## src/rtl/agc_timing_pkg.sv

```systemverilog
// Shared timing definitions for the AGC time-pulse generator.
// Contents:
//   NUM_TP      - time pulses per memory cycle time (T01..T12)
//   tp_ring_t   - ring encoding: 1..12 = T01..T12, TP_STOPPED = no pulse
//   ctl_t       - synchronized start/stop/standby request levels
//   tp_decode() - ring value to one-hot MT01..MT12 (bit 0 = MT01)
package agc_timing_pkg;

  localparam int NUM_TP = 12;

  typedef logic [3:0] tp_ring_t;

  localparam tp_ring_t TP_STOPPED = 4'd0;
  localparam tp_ring_t TP_FIRST   = 4'd1;
  localparam tp_ring_t TP_LAST    = 4'd12;

  typedef struct packed {
    logic mstrt;
    logic strt2;
    logic mstp;
    logic sby;
  } ctl_t;

  function automatic logic [NUM_TP-1:0] tp_decode(input tp_ring_t ring);
    logic [NUM_TP-1:0] mt;
    mt = '0;
    for (int i = 0; i < NUM_TP; i++) begin
      mt[i] = (ring == tp_ring_t'(i + 1));
    end
    return mt;
  endfunction

endpackage

```

## src/rtl/agc_sync_edge.sv

```systemverilog
// N-stage synchronizer for asynchronous inputs, WIDTH bits wide.
// EDGE_OUT = 0: q is the synchronized level.
// EDGE_OUT = 1: q is a one-clock rising-edge pulse per bit.
// Ports:
//   clk   - sampling clock
//   rst_n - asynchronous active-low reset (chain clears to 0)
//   d     - asynchronous inputs
//   q     - synchronized level or rising-edge pulse
module agc_sync_edge #(
  parameter int STAGES   = 2,
  parameter int WIDTH    = 1,
  parameter bit EDGE_OUT = 1'b0
) (
  input  logic             clk,
  input  logic             rst_n,
  input  logic [WIDTH-1:0] d,
  output logic [WIDTH-1:0] q
);

  logic [WIDTH-1:0] chain [STAGES];

  always_ff @(posedge clk or negedge rst_n) begin
    if (!rst_n) begin
      for (int i = 0; i < STAGES; i++) chain[i] <= '0;
    end else begin
      chain[0] <= d;
      for (int i = 1; i < STAGES; i++) chain[i] <= chain[i-1];
    end
  end

  generate
    if (EDGE_OUT) begin : g_edge
      logic [WIDTH-1:0] prev;
      always_ff @(posedge clk or negedge rst_n) begin
        if (!rst_n) prev <= '0;
        else        prev <= chain[STAGES-1];
      end
      // Built only from flop outputs, so the pulse is glitch-free and adds
      // no extra cycle of latency beyond the synchronizer itself.
      assign q = chain[STAGES-1] & ~prev;
    end else begin : g_level
      assign q = chain[STAGES-1];
    end
  endgenerate

endmodule

```

## src/rtl/agc_timepulse_gen.sv

```systemverilog
// AGC time-pulse generator and start/GOJAM front end.
// Runs on SIM_CLK and samples the AGC oscillator CLOCK as data. Every
// TP_CLOCKS rising edges of CLOCK the ring advances T01..T12; MGOJAM is the
// machine restart strobe and spans whole memory cycle times.
// Ports:
//   SIM_CLK, SIM_RST_n   - simulation clock, async active-low reset
//   CLOCK                - 2.048 MHz oscillator (asynchronous data input)
//   MSTRT, STRT2         - start / restart requests (GOJAM triggers)
//   MSTP                 - hold the ring at T12 while high
//   SBY                  - standby: stop ring, force GOJAM
//   MT01..MT12           - registered one-hot time pulses
//   MGOJAM               - registered GOJAM strobe, active high
//
// ring       | meaning
// -----------+-------------------------------------------
// 0          | stopped (reset or standby), no MT high
// 1..11      | T01..T11, advances to next on wrap tick
// 12         | T12, wraps to T01 unless MSTP holds it
module agc_timepulse_gen
  import agc_timing_pkg::*;
#(
  parameter int SYNC_STAGES = 2,
  parameter int TP_CLOCKS   = 2
) (
  input  logic SIM_CLK,
  input  logic SIM_RST_n,
  input  logic CLOCK,
  input  logic MSTRT,
  input  logic STRT2,
  input  logic MSTP,
  input  logic SBY,
  output logic MT01,
  output logic MT02,
  output logic MT03,
  output logic MT04,
  output logic MT05,
  output logic MT06,
  output logic MT07,
  output logic MT08,
  output logic MT09,
  output logic MT10,
  output logic MT11,
  output logic MT12,
  output logic MGOJAM
);

  localparam int SUB_W = (TP_CLOCKS > 1) ? $clog2(TP_CLOCKS) : 1;
  localparam logic [SUB_W-1:0] SUB_LAST = SUB_W'(TP_CLOCKS - 1);

  logic              tick;
  ctl_t              ctl;
  logic              trig;
  tp_ring_t          ring, ring_nxt;
  logic [SUB_W-1:0]  sub, sub_nxt;
  logic              jam, jam_nxt;
  logic [NUM_TP-1:0] mt;

  agc_sync_edge #(.STAGES(SYNC_STAGES), .WIDTH(1), .EDGE_OUT(1'b1)) u_clock_sync (
    .clk   (SIM_CLK),
    .rst_n (SIM_RST_n),
    .d     (CLOCK),
    .q     (tick)
  );

  agc_sync_edge #(.STAGES(SYNC_STAGES), .WIDTH(4), .EDGE_OUT(1'b0)) u_ctl_sync (
    .clk   (SIM_CLK),
    .rst_n (SIM_RST_n),
    .d     ({MSTRT, STRT2, MSTP, SBY}),
    .q     (ctl)
  );

  // Reset is the fourth trigger; it is covered by jam's reset value.
  assign trig = ctl.mstrt | ctl.strt2 | ctl.sby;

  always_comb begin
    ring_nxt = ring;
    sub_nxt  = sub;
    jam_nxt  = jam | trig;
    if (ctl.sby) begin
      ring_nxt = TP_STOPPED;
      sub_nxt  = '0;
      jam_nxt  = 1'b1;
    end else if (tick) begin
      if (sub == SUB_LAST) begin
        sub_nxt = '0;
        if (ring == TP_STOPPED) begin
          ring_nxt = TP_FIRST;
        end else if (ring == TP_LAST) begin
          // An active trigger overrides the MSTP hold.
          if (!ctl.mstp || trig) begin
            ring_nxt = TP_FIRST;
            if (!trig) jam_nxt = 1'b0;
          end
        end else begin
          ring_nxt = ring + 4'd1;
        end
      end else begin
        sub_nxt = sub + SUB_W'(1);
      end
    end
  end

  always_ff @(posedge SIM_CLK or negedge SIM_RST_n) begin
    if (!SIM_RST_n) begin
      ring <= TP_STOPPED;
      sub  <= '0;
      jam  <= 1'b1;
      mt   <= '0;
    end else begin
      ring <= ring_nxt;
      sub  <= sub_nxt;
      jam  <= jam_nxt;
      // Decode from the next ring value so the pulses leave a flop directly.
      mt   <= tp_decode(ring_nxt);
    end
  end

  assign MT01   = mt[0];
  assign MT02   = mt[1];
  assign MT03   = mt[2];
  assign MT04   = mt[3];
  assign MT05   = mt[4];
  assign MT06   = mt[5];
  assign MT07   = mt[6];
  assign MT08   = mt[7];
  assign MT09   = mt[8];
  assign MT10   = mt[9];
  assign MT11   = mt[10];
  assign MT12   = mt[11];
  assign MGOJAM = jam;

endmodule

```

## config.mk

```make
export PLATFORM = sky130hd
export DESIGN_NAME = agc_timepulse_gen
export DESIGN_NICKNAME = d
export VERILOG_FILES = /design/src/rtl/agc_timing_pkg.sv /design/src/rtl/agc_sync_edge.sv /design/src/rtl/agc_timepulse_gen.sv
export SDC_FILE = /design/constraint.sdc
export NUM_CORES = 1
export LEC_CHECK = 0
export ABC_AREA = 1
export CAP_MARGIN = 20
export CORE_MARGIN = 4
export CORE_UTILIZATION = 35
export DETAILED_ROUTE_END_ITERATION = 6
export SLEW_MARGIN = 15
export SYNTH_ARGS = -nofsm -noshare
export SYNTH_HDL_FRONTEND = slang
export SYNTH_SLANG_ARGS = --single-unit
export TNS_END_PERCENT = 1
```

## constraint.sdc

```tcl
create_clock -name SIM_CLK -period 1.61 [get_ports SIM_CLK]
set_input_delay 0.2415 -clock SIM_CLK [delete_from_list [all_inputs] [get_ports SIM_CLK]]
set_output_delay 0.2415 -clock SIM_CLK [all_outputs]
set_load 0.01 [all_outputs]
```

# Word level (Yosys, flattened, before mapping)
# Index checks and enable logic that the tools add are counted.
[totals]
ff_bits = 29
input_bits = 7
out_inout_bits = 13
wordCells = 49
[op_classes]
addsub = 2
eq_ne = 13
muxes = 16
bitwise_logic = 5
n_reduce_logical = 4
[op_table]
columns = ["operator", "count"]
rows = [
  ["== test 4 bit (second input constant)", 6],
  ["two-way mux 4 bit", 6],
  ["== test 4 x 3 -> 1 bit (second input constant)", 4],
  ["two-way mux 1 bit", 10],
  ["== test 4 x 2 -> 1 bit (second input constant)", 2],
  ["adder 4 x 1 -> 4 bit (second input constant)", 1],
  ["== test 4 x 1 -> 1 bit (second input constant)", 1],
  ["logical NOT 4 bit", 1],
  ["OR 1 bit", 3],
  ["nonzero test 2 bit", 1],
  ["adder 1 bit (second input constant)", 1],
  ["bitwise AND 1 bit", 1],
  ["logical NOT 1 bit", 1],
  ["logical OR 1 bit", 1],
  ["inverter 1 bit", 1],
]

# Longest topological paths before layout
# Gate-level depths: netlist of the first run.
[logic_depth]
word_depth = 10
depth_mapped = 10
ltp_nobuf = 10

# Modules after synthesis
# Synthesis of the first run repeated with hierarchy kept, for this count alone.
[unflattened]
cells_unflattened = 104
area_unflattened_um2 = 1128.6
[by_module_without_submodules]
columns = ["mod", "instances", "cells_per_inst", "area_per_inst_um2", "seq_area_each_um2"]
rows = [
  ["agc_timepulse_gen", 1, 87, 813.3, 451.7],
  ["agc_sync_edge (u_ctl_sync)", 1, 12, 230.2, 200.2],
  ["agc_sync_edge (u_clock_sync)", 1, 5, 85.1, 75.1],
]

# Worst setup path after synthesis of the first run
# OpenSTA, ideal clock, no wires.
[synth_timing]
path_kind = "register to register"
from = "register ring[1]"
to = "register mt[3]"
setup_time_ns = 0.117
arrival_ns = 1.322
t_required_ns = 1.493
slack_ns = 0.171
stages_incl_launch_ff = 10
path_buffers = 0
period_less_slack_ns = 1.439
path_cell_list = "dfrtp_1 -> inv_1 -> ha_1 -> nand2_1 -> nor2_1 -> nor2_4 -> nand3_1 -> nand3_1 -> nand2_1 -> nor2_1"
[synth_via]
elab_chain_cells = 7
word_cells_on_any_way = 10
cone_classes = "add/sub: 1; eq/ne: 2; mux: 6; reduce/logical: 1"
[synth_lines]
columns = ["element", "line", "rtl"]
rows = [
  ["start, declared", "agc_timepulse_gen.sv:53", "tp_ring_t ring, ring_nxt;"],
  ["start signal, assigned", "agc_timepulse_gen.sv:110", "ring <= ring_nxt;"],
  ["adder 4 x 1 -> 4 bit (tied with other cells)", "agc_timepulse_gen.sv:95", "ring_nxt = ring + 4'd1;"],
  ["two-way mux 4 bit", "agc_timepulse_gen.sv:88", "end else if (ring == TP_LAST) begin"],
  ["two-way mux 4 bit", "agc_timepulse_gen.sv:86", "if (ring == TP_STOPPED) begin"],
  ["two-way mux 4 bit", "agc_timepulse_gen.sv:84", "if (sub == SUB_LAST) begin"],
  ["two-way mux 4 bit (*)", "agc_timepulse_gen.sv:83", "end else if (tick) begin"],
  ["two-way mux 4 bit (*)", "agc_timepulse_gen.sv:79", "if (ctl.sby) begin"],
  ["== test 4 x 3 -> 1 bit (*)", "agc_timing_pkg.sv:28", "mt[i] = (ring == tp_ring_t'(i + 1));"],
  ["end signal, assigned", "agc_timepulse_gen.sv:114", "mt <= tp_decode(ring_nxt);"],
  ["end, declared", "agc_timepulse_gen.sv:56", "logic [NUM_TP-1:0] mt;"],
]
# Every way passes the cells marked *; elsewhere a longest branch is shown, timed or not.
# A chain may end at the register's enable or synchronous reset.

# Final worst setup path of the first run
[layout_timing]
from = "register ring[0]"
to = "register mt[3]"
[layout_via]
elab_chain_cells = 7
word_cells_on_any_way = 10
cone_classes = "add/sub: 1; eq/ne: 2; mux: 6; reduce/logical: 1"
[layout_lines]
columns = ["element", "line"]
rows = [
  ["adder 4 x 1 -> 4 bit or == test 4 bit (tied branches)", "agc_timepulse_gen.sv:95, agc_timepulse_gen.sv:88"],
  ["two-way mux 4 bit", "agc_timepulse_gen.sv:88"],
  ["two-way mux 4 bit (*)", "agc_timepulse_gen.sv:86"],
  ["two-way mux 4 bit (*)", "agc_timepulse_gen.sv:84"],
  ["two-way mux 4 bit (*)", "agc_timepulse_gen.sv:83"],
  ["two-way mux 4 bit (*)", "agc_timepulse_gen.sv:79"],
  ["named net ring_nxt[2]", "agc_timepulse_gen.sv:53"],
  ["== test 4 x 3 -> 1 bit (*)", "agc_timing_pkg.sv:28"],
]
# Mark *: on every way through the listed nets, which the timed path passes. The rest lies on a longest branch.

==> results of run 1 <==
-- cell families after synthesis --
kind of cell	Yosys count	synth area share, %
AO/OA/AOI/OAI	7	5.458
adder cells (fa/ha/maj)	2	2.227
flip-flops	29	64.70
buffers and inverters	12	4.009
AND/OR/NAND/NOR	54	23.61
-- through the flow --
step / instances / setup slack [ns] / TNS (ns) / cell area [um^2] / util (%)
global route: 178 / -0.006151 / -0.006151 / 1473 / 48.24
finish: 178 / 0.1361 / 0 / 1473 / 48.24
CTS: 177 / 0.04469 / 0 / 1448 / 47.42
global placement: 170 / 0.09802 / 0 / 1391 / 45.57
detailed placement: 170 / 0.01306 / 0 / 1391 / 45.57
floorplan: 104 / 0.1714 / 0 / 1124 / -
-- layout by cell type (no fill, tap or decap), drive strengths merged --
master	count
o31ai	1
o21ai	2
dlygate4sd2	1
nor2	24
dfrtp	28
clkdlybuf4s50	18
ha	2
nand3	10
dfstp	1
clkinv	1
nand2	19
a21oi	2
o21bai	2
clkbuf	7
nand4	1
buf	4
inv	11
-- what timing repair did --
| action | 4_1_cts | 5_1_grt |
|---|---|---|
| hold buffers | 0 | 0 |
| endpoints found under the setup margin | 2 | 12 |
| resized for setup | 2 | 5 |
| endpoints found under the hold margin | 0 | 0 |
| setup buffers | 0 | 1 |
| pin swaps | 0 | 3 |
-- worst max-delay path: stages, from the launching register on --
cell and delay [ns]:
dfrtp_1 0.38, buf_4 0.14, ha_1 0.21, inv_1 0.05, nand2_1 0.04, nand3_1 0.09, nand2_1 0.09, o21bai_2 0.18
nand2_2 0.12, nor2_1 0.11
-- per-layer routing --
layer  routed length, um  up-vias  GRT usage, %
li1                    -      381             -
met1                 785      379         12.07
met2                 996       13         19.07
met3                  86        4         4.853
met4                  35        0         5.541
met5                   0        -             0
-- state kept, by name, summed over array words and instances, names as in the netlist --
name and count:
u_clock_sync.g_edge.prev 1, u_clock_sync.chain 2, MGOJAM 1, ring 4, u_ctl_sync.chain 4, mt 12
u_ctl_sync.q 4, sub 1
-- cell type report --
cell class                      instances  share of cell area, %
Multi-Input combinational cell         63                  25.23
Timing Repair Buffer                   23                  14.87
Sequential cell                        29                  49.36
Tap cell                               44                  3.738
Clock buffer                            7                  3.738
Inverter                               12                  3.059
-- final timing paths --
check                                               from                        end
max                                    ring[0]$_DFF_PN0_            mt[3]$_DFF_PN0_
min                                            SIM_RST_n            mt[3]$_DFF_PN0_
max reg2reg                            ring[0]$_DFF_PN0_            mt[3]$_DFF_PN0_
min reg2reg                u_ctl_sync.chain[6]$_DFF_PN0_  u_ctl_sync.q[2]$_DFF_PN0_
max in group asynchronous                      SIM_RST_n           MGOJAM$_DFF_PN1_
min in group SIM_CLK       u_ctl_sync.chain[6]$_DFF_PN0_  u_ctl_sync.q[2]$_DFF_PN0_
-- power by group through the flow --
stage	Clock, uW	Sequential [uW]	Combinational (uW)
after floorplan	0	768	25.6
after global placement	0	768	67.2
after detailed placement	0	769	68.8
after CTS	450	754	69.4
after global routing	487	756	81.3
final	426	754	70.7
==> results.json, run 1 <==
{
  "cp-end-kind": "flip-flop",
  "clk_pin_slew_worst_paths_ns": 0.08,
  "ys.warnings.count": 0,
  "r2r_cells": 9,
  "synth_seq_area_share_pct": 64.70,
  "antenna_found_initial": 0,
  "power_frac_seq_pct": 60.3,
  "cts_tree": "yes",
  "syn-instance-count": 104,
  "ir_drop_mv": 0.5096,
  "viasPerCell": 4.365,
  "min_period_ns": 1.474,
  "drc": 0,
  "h-tree-depth": 2,
  "area_delta_synth_final_pct": 31.07,
  "port_buffers": 19,
  "synth_edf_count": 0,
  "grt_pass1_wl_mm": 3.505,
  "total_power_uw": 1250,
  "place_congestion": 0.8361,
  "clockBufferDepth": 2,
  "power_switching_uw": 267.4,
  "fin_nets": 143,
  "synth.avg_cell_area_um2": 10.80,
  "synth_area_um2": 1124,
  "synth_top_area_share_pct": 62.36,
  "overflow": 0,
  "ys.flop_type": "dfrtp_1",
  "clock_latency_ns": 0.32,
  "outcome": "finished, final reports clean",
  "timing.final.crit_share_pct": 91.55,
  "hpwl_mm": 1.452,
  "setup_viol": 0,
  "dieArea_um2": 4181,
  "whs_ns": 0.2910,
  "synth_cell_types": 21,
  "ios": 20,
  "slew_viol_final": 0,
  "hold_class": "primary input to async pin",
  "crit_path_start_kind": "flip-flop",
  "regArea_um2": 726.9,
  "swShare_pct": 21.39,
  "fmax_mhz": 678.5,
  "cap_violations": 0,
  "worstPathRequired_ns": 1.87,
  "worstPathArrival_ns": 1.73,
  "cts_root_buffer": "clkbuf_4",
  "dr.pass1.iters": 4,
  "path_max_fanout": 4,
  "drtIter0Drc": 13,
  "r2r_setup_slack_ns": 0.14,
  "slew_headroom_pct": 76.70,
  "hold_viol_final": 0,
  "rows": 20,
  "rsz0062_at_grt": "yes",
  "syn_nets": 113,
  "fp.dieH_um": 64.66,
  "n_fill_cell": 305,
  "p_per_area_nw_per_um2": 848.7,
  "die_x_um": 64.66,
  "vias": 777,
  "combPwrFrac_pct": 5.7,
  "async_flop_share_pct": 100.0,
  "worstMarginPinSlew_ns": 0.3495,
  "multiInputGateArea_um2": 371.6,
  "clockPowerShare_pct": 34.1,
  "grt_util_all_layers_pct": 11.30,
  "grt_pass1_vias": 818,
  "p_int_uw": 982.5,
  "clock_sinks": 29,
  "synthTopCellsByArea": "dfrtp_1 (62%), nor2_1 (6.3%), nand2_1 (5.0%)",
  "ant_nets": 0,
  "wire_per_inst_um": 10.69,
  "fin_skew_ns": 0.006233,
  "yosysMostFrequentCell": "dfrtp_1",
  "wl_mm": 1.903,
  "synth_commonest_cells": "dfrtp_1 (28), nor2_1 (19), nand2_1 (15)",
  "grt_max_degree": 30,
  "cts_made_buffers": 5,
  "crit_type": "flip-flop to flip-flop",
  "post_route_cells_drive_above_1_share_pct": 23.88,
  "antennaDiodeCount": 0,
  "power_leakage_uw": 0.0006768,
  "synth_seq_cells": 29,
  "yosysTopAreaCell": "dfrtp_1",
  "initial_core_util_pct": 36.80,
  "core_area_um2": 3053
}
No activity file was read; power rests on OpenSTA's default activity.
==> run 2, diff against run 1 <==
--- a/config.mk
+++ b/config.mk
@@ -10,7 +10,7 @@
 export CORE_MARGIN = 4
 export CORE_UTILIZATION = 35
 export DETAILED_ROUTE_END_ITERATION = 6
-export SLEW_MARGIN = 15
+export SLEW_MARGIN = 20
 export SYNTH_ARGS = -nofsm -noshare
 export SYNTH_HDL_FRONTEND = slang
 export SYNTH_SLANG_ARGS = --single-unit
==> results of run 2 <==
Same layout as run 1: the final DEF is identical, and so are final timing and power.
==> run 3, diff against run 2 <==
==> constraint.sdc (replaced) <==
create_clock -name SIM_CLK -period 1.63 [get_ports SIM_CLK]
set_input_delay 0.2445 -clock SIM_CLK [delete_from_list [all_inputs] [get_ports SIM_CLK]]
set_output_delay 0.2445 -clock SIM_CLK [all_outputs]
set_load 0.01 [all_outputs]
==> results.json, run 3 (synthesized netlist as in run 1, its figures left out) <==
{
  "drc": 0,
  "grt_max_degree": 30,
  "power_leakage_uw": 0.0006651,
  "cts_root_buffer": "clkbuf_4",
  "grt_util_all_layers_pct": 11.68,
  "grt_pass1_vias": 815,
  "total_power_uw": 1218,
  "h-tree-depth": 2,
  "cts_made_buffers": 5,
  "viasPerCell": 4.330,
  "antenna_found_initial": 0,
  "hold_buffers": 0,
  "setup_viol": 0,
  "clock_sinks": 29,
  "timing.rr.start": "ring[0]$_DFF_PN0_",
  "port_buffers": 19,
  "p_per_area_nw_per_um2": 831.6,
  "fp.dieH_um": 64.66,
  "hold_viol_final": 0,
  "cap_violations": 0,
  "largest_reg_flops": 12,
  "cts_tree": "yes",
  "timing.final.crit_share_pct": 92.91,
  "clock_latency_ns": 0.33,
  "drtIter0Drc": 11,
  "outcome": "finished, final reports clean",
  "stdcell_area_um2": 1465,
  "layout_common_cells": "dfrtp_1 (28), clkdlybuf4s50_1 (18), nor2_1 (16)",
  "placedCellCount": 168,
  "post_route_cells_drive_above_1_share_pct": 25.00,
  "rows": 20,
  "cp-end-kind": "flip-flop",
  "area_delta_synth_final_pct": 30.40,
  "place_congestion": 0.9304,
  "die_x_um": 64.66,
  "hpwl_mm": 1.465,
  "path_max_fanout": 4,
  "cpPeakStageDelay_ns": 0.43,
  "crit_buf_inv": 1,
  "worstMarginPinSlew_ns": 0.3519,
  "hold_class": "primary input to async pin",
  "ant_nets": 0,
  "worstPathRequired_ns": 1.90,
  "ios": 20,
  "critPathLaunch": "ring[0]$_DFF_PN0_",
  "slew_viol_final": 0,
  "fin_skew_ns": 0.004008,
  "slowest_stage": "dfrtp_1",
  "initial_core_util_pct": 36.80,
  "finalNonFillerCells": 176,
  "layout_commonest_cell": "dfrtp_1",
  "ir_drop_mv": 0.5212,
  "fin_nets": 140,
  "wl_mm": 1.986,
  "overflow": 0,
  "antennaDiodeCount": 0,
  "fmax_mhz": 660.3,
  "clk_pin_slew_worst_paths_ns": 0.09,
  "core_area_um2": 3053,
  "crit_type": "flip-flop to flip-flop",
  "largest-register": "mt",
  "tns_ns": 0,
  "rsz0062_at_grt": "yes",
  "cts_setup_buffers": 0,
  "worstPathArrival_ns": 1.78,
  "vias": 762,
  "min_period_ns": 1.514,
  "crit_family": "simple AND/OR/NAND/NOR gates",
  "dr.pass1.iters": 4,
  "crit_path_start_kind": "flip-flop",
  "slew_headroom_pct": 76.54,
  "cp_cell_sequence": "inv_2 > ha_4 > nand2_1 > nor2_4 > nor2_4 > nand2_4 > nor2_2 > nor2_2 > nand2_2 > nor2_1",
  "dieArea_um2": 4181,
  "wire_per_inst_um": 11.28,
  "grt_pass1_wl_mm": 3.505,
  "place_area_um2": 1376,
  "clockBufferDepth": 2
}
## run 3: changes by cell type in the layout (fill, tap and decap cells not counted)
cell,previous run,this run
buf_4,4,1
clkbuf_1,1,0
clkbuf_8,1,0
clkinv_2,0,2
clkinvlp_4,0,1
inv_1,9,8
inv_2,2,3
nand2_1,15,14
nand2_2,3,4
nand3_2,3,2
nand3_4,0,1
nor2_2,7,6
nor2_4,1,2
## run 3: cell type report
| cell class | count | area [um^2] |
|---|---|---|
| clock inverter | 3 | 17.52 |
| tap | 44 | 55.05 |
| fill | 309 | 1588 |
| multi-input combinational | 63 | 386.6 |
| sequential | 29 | 726.9 |
| clock buffer | 5 | 37.54 |
| inverter | 12 | 45.04 |
| timing repair buffer | 20 | 196.4 |
## run 3: what timing repair did
action | CTS | global route
setup endpoints to repair | 1 | 12
resized for setup | 1 | 10
pin swaps | 0 | 4
## run 3: metal layers
metal / track usage, % / wire length (um) / part of all wire (%)
met5: 0 / 0 / 0
met4: 5.541 / 38 / 1.9
met1: 12.75 / 808 / 41
met2: 18.56 / 1035 / 52
met3: 6.239 / 105 / 5.3
## run 3: power by group
part,leakage [uW],internal (uW),switching (uW)
registers,0.000375,737,7.76
logic,0.000259,28.7,39.5
clock network,0.0000310,162,243
## run 3: stage by stage
stage | worst slack (ns) | util [%] | hold slack, ns
after floorplan | 0.1914 | - | -0.05109
after global placement | 0.08116 | 45.08 | 0.3324
after detailed placement | 0.02557 | 45.08 | 0.3362
after CTS | 0.008441 | 46.84 | 0.2676
after global routing | -0.02434 | 47.99 | 0.2921
final | 0.1156 | 47.99 | 0.2765
## run 3: final timing paths
| kind | to | slack (ns) | depth (start not counted) |
|---|---|---|---|
| min in group SIM_CLK | u_ctl_sync.chain[6]$_DFF_PN0_ | 0.35 | 1 |
| max in group asynchronous | MGOJAM$_DFF_PN1_ | 1.04 | 2 |
| setup reg to reg | mt[10]$_DFF_PN0_ | 0.12 | 10 |
| setup / recovery | mt[10]$_DFF_PN0_ | 0.12 | 10 |
| hold / removal | u_ctl_sync.chain[7]$_DFF_PN0_ | 0.28 | 2 |
| hold reg to reg | u_ctl_sync.q[1]$_DFF_PN0_ | 0.35 | 0 |
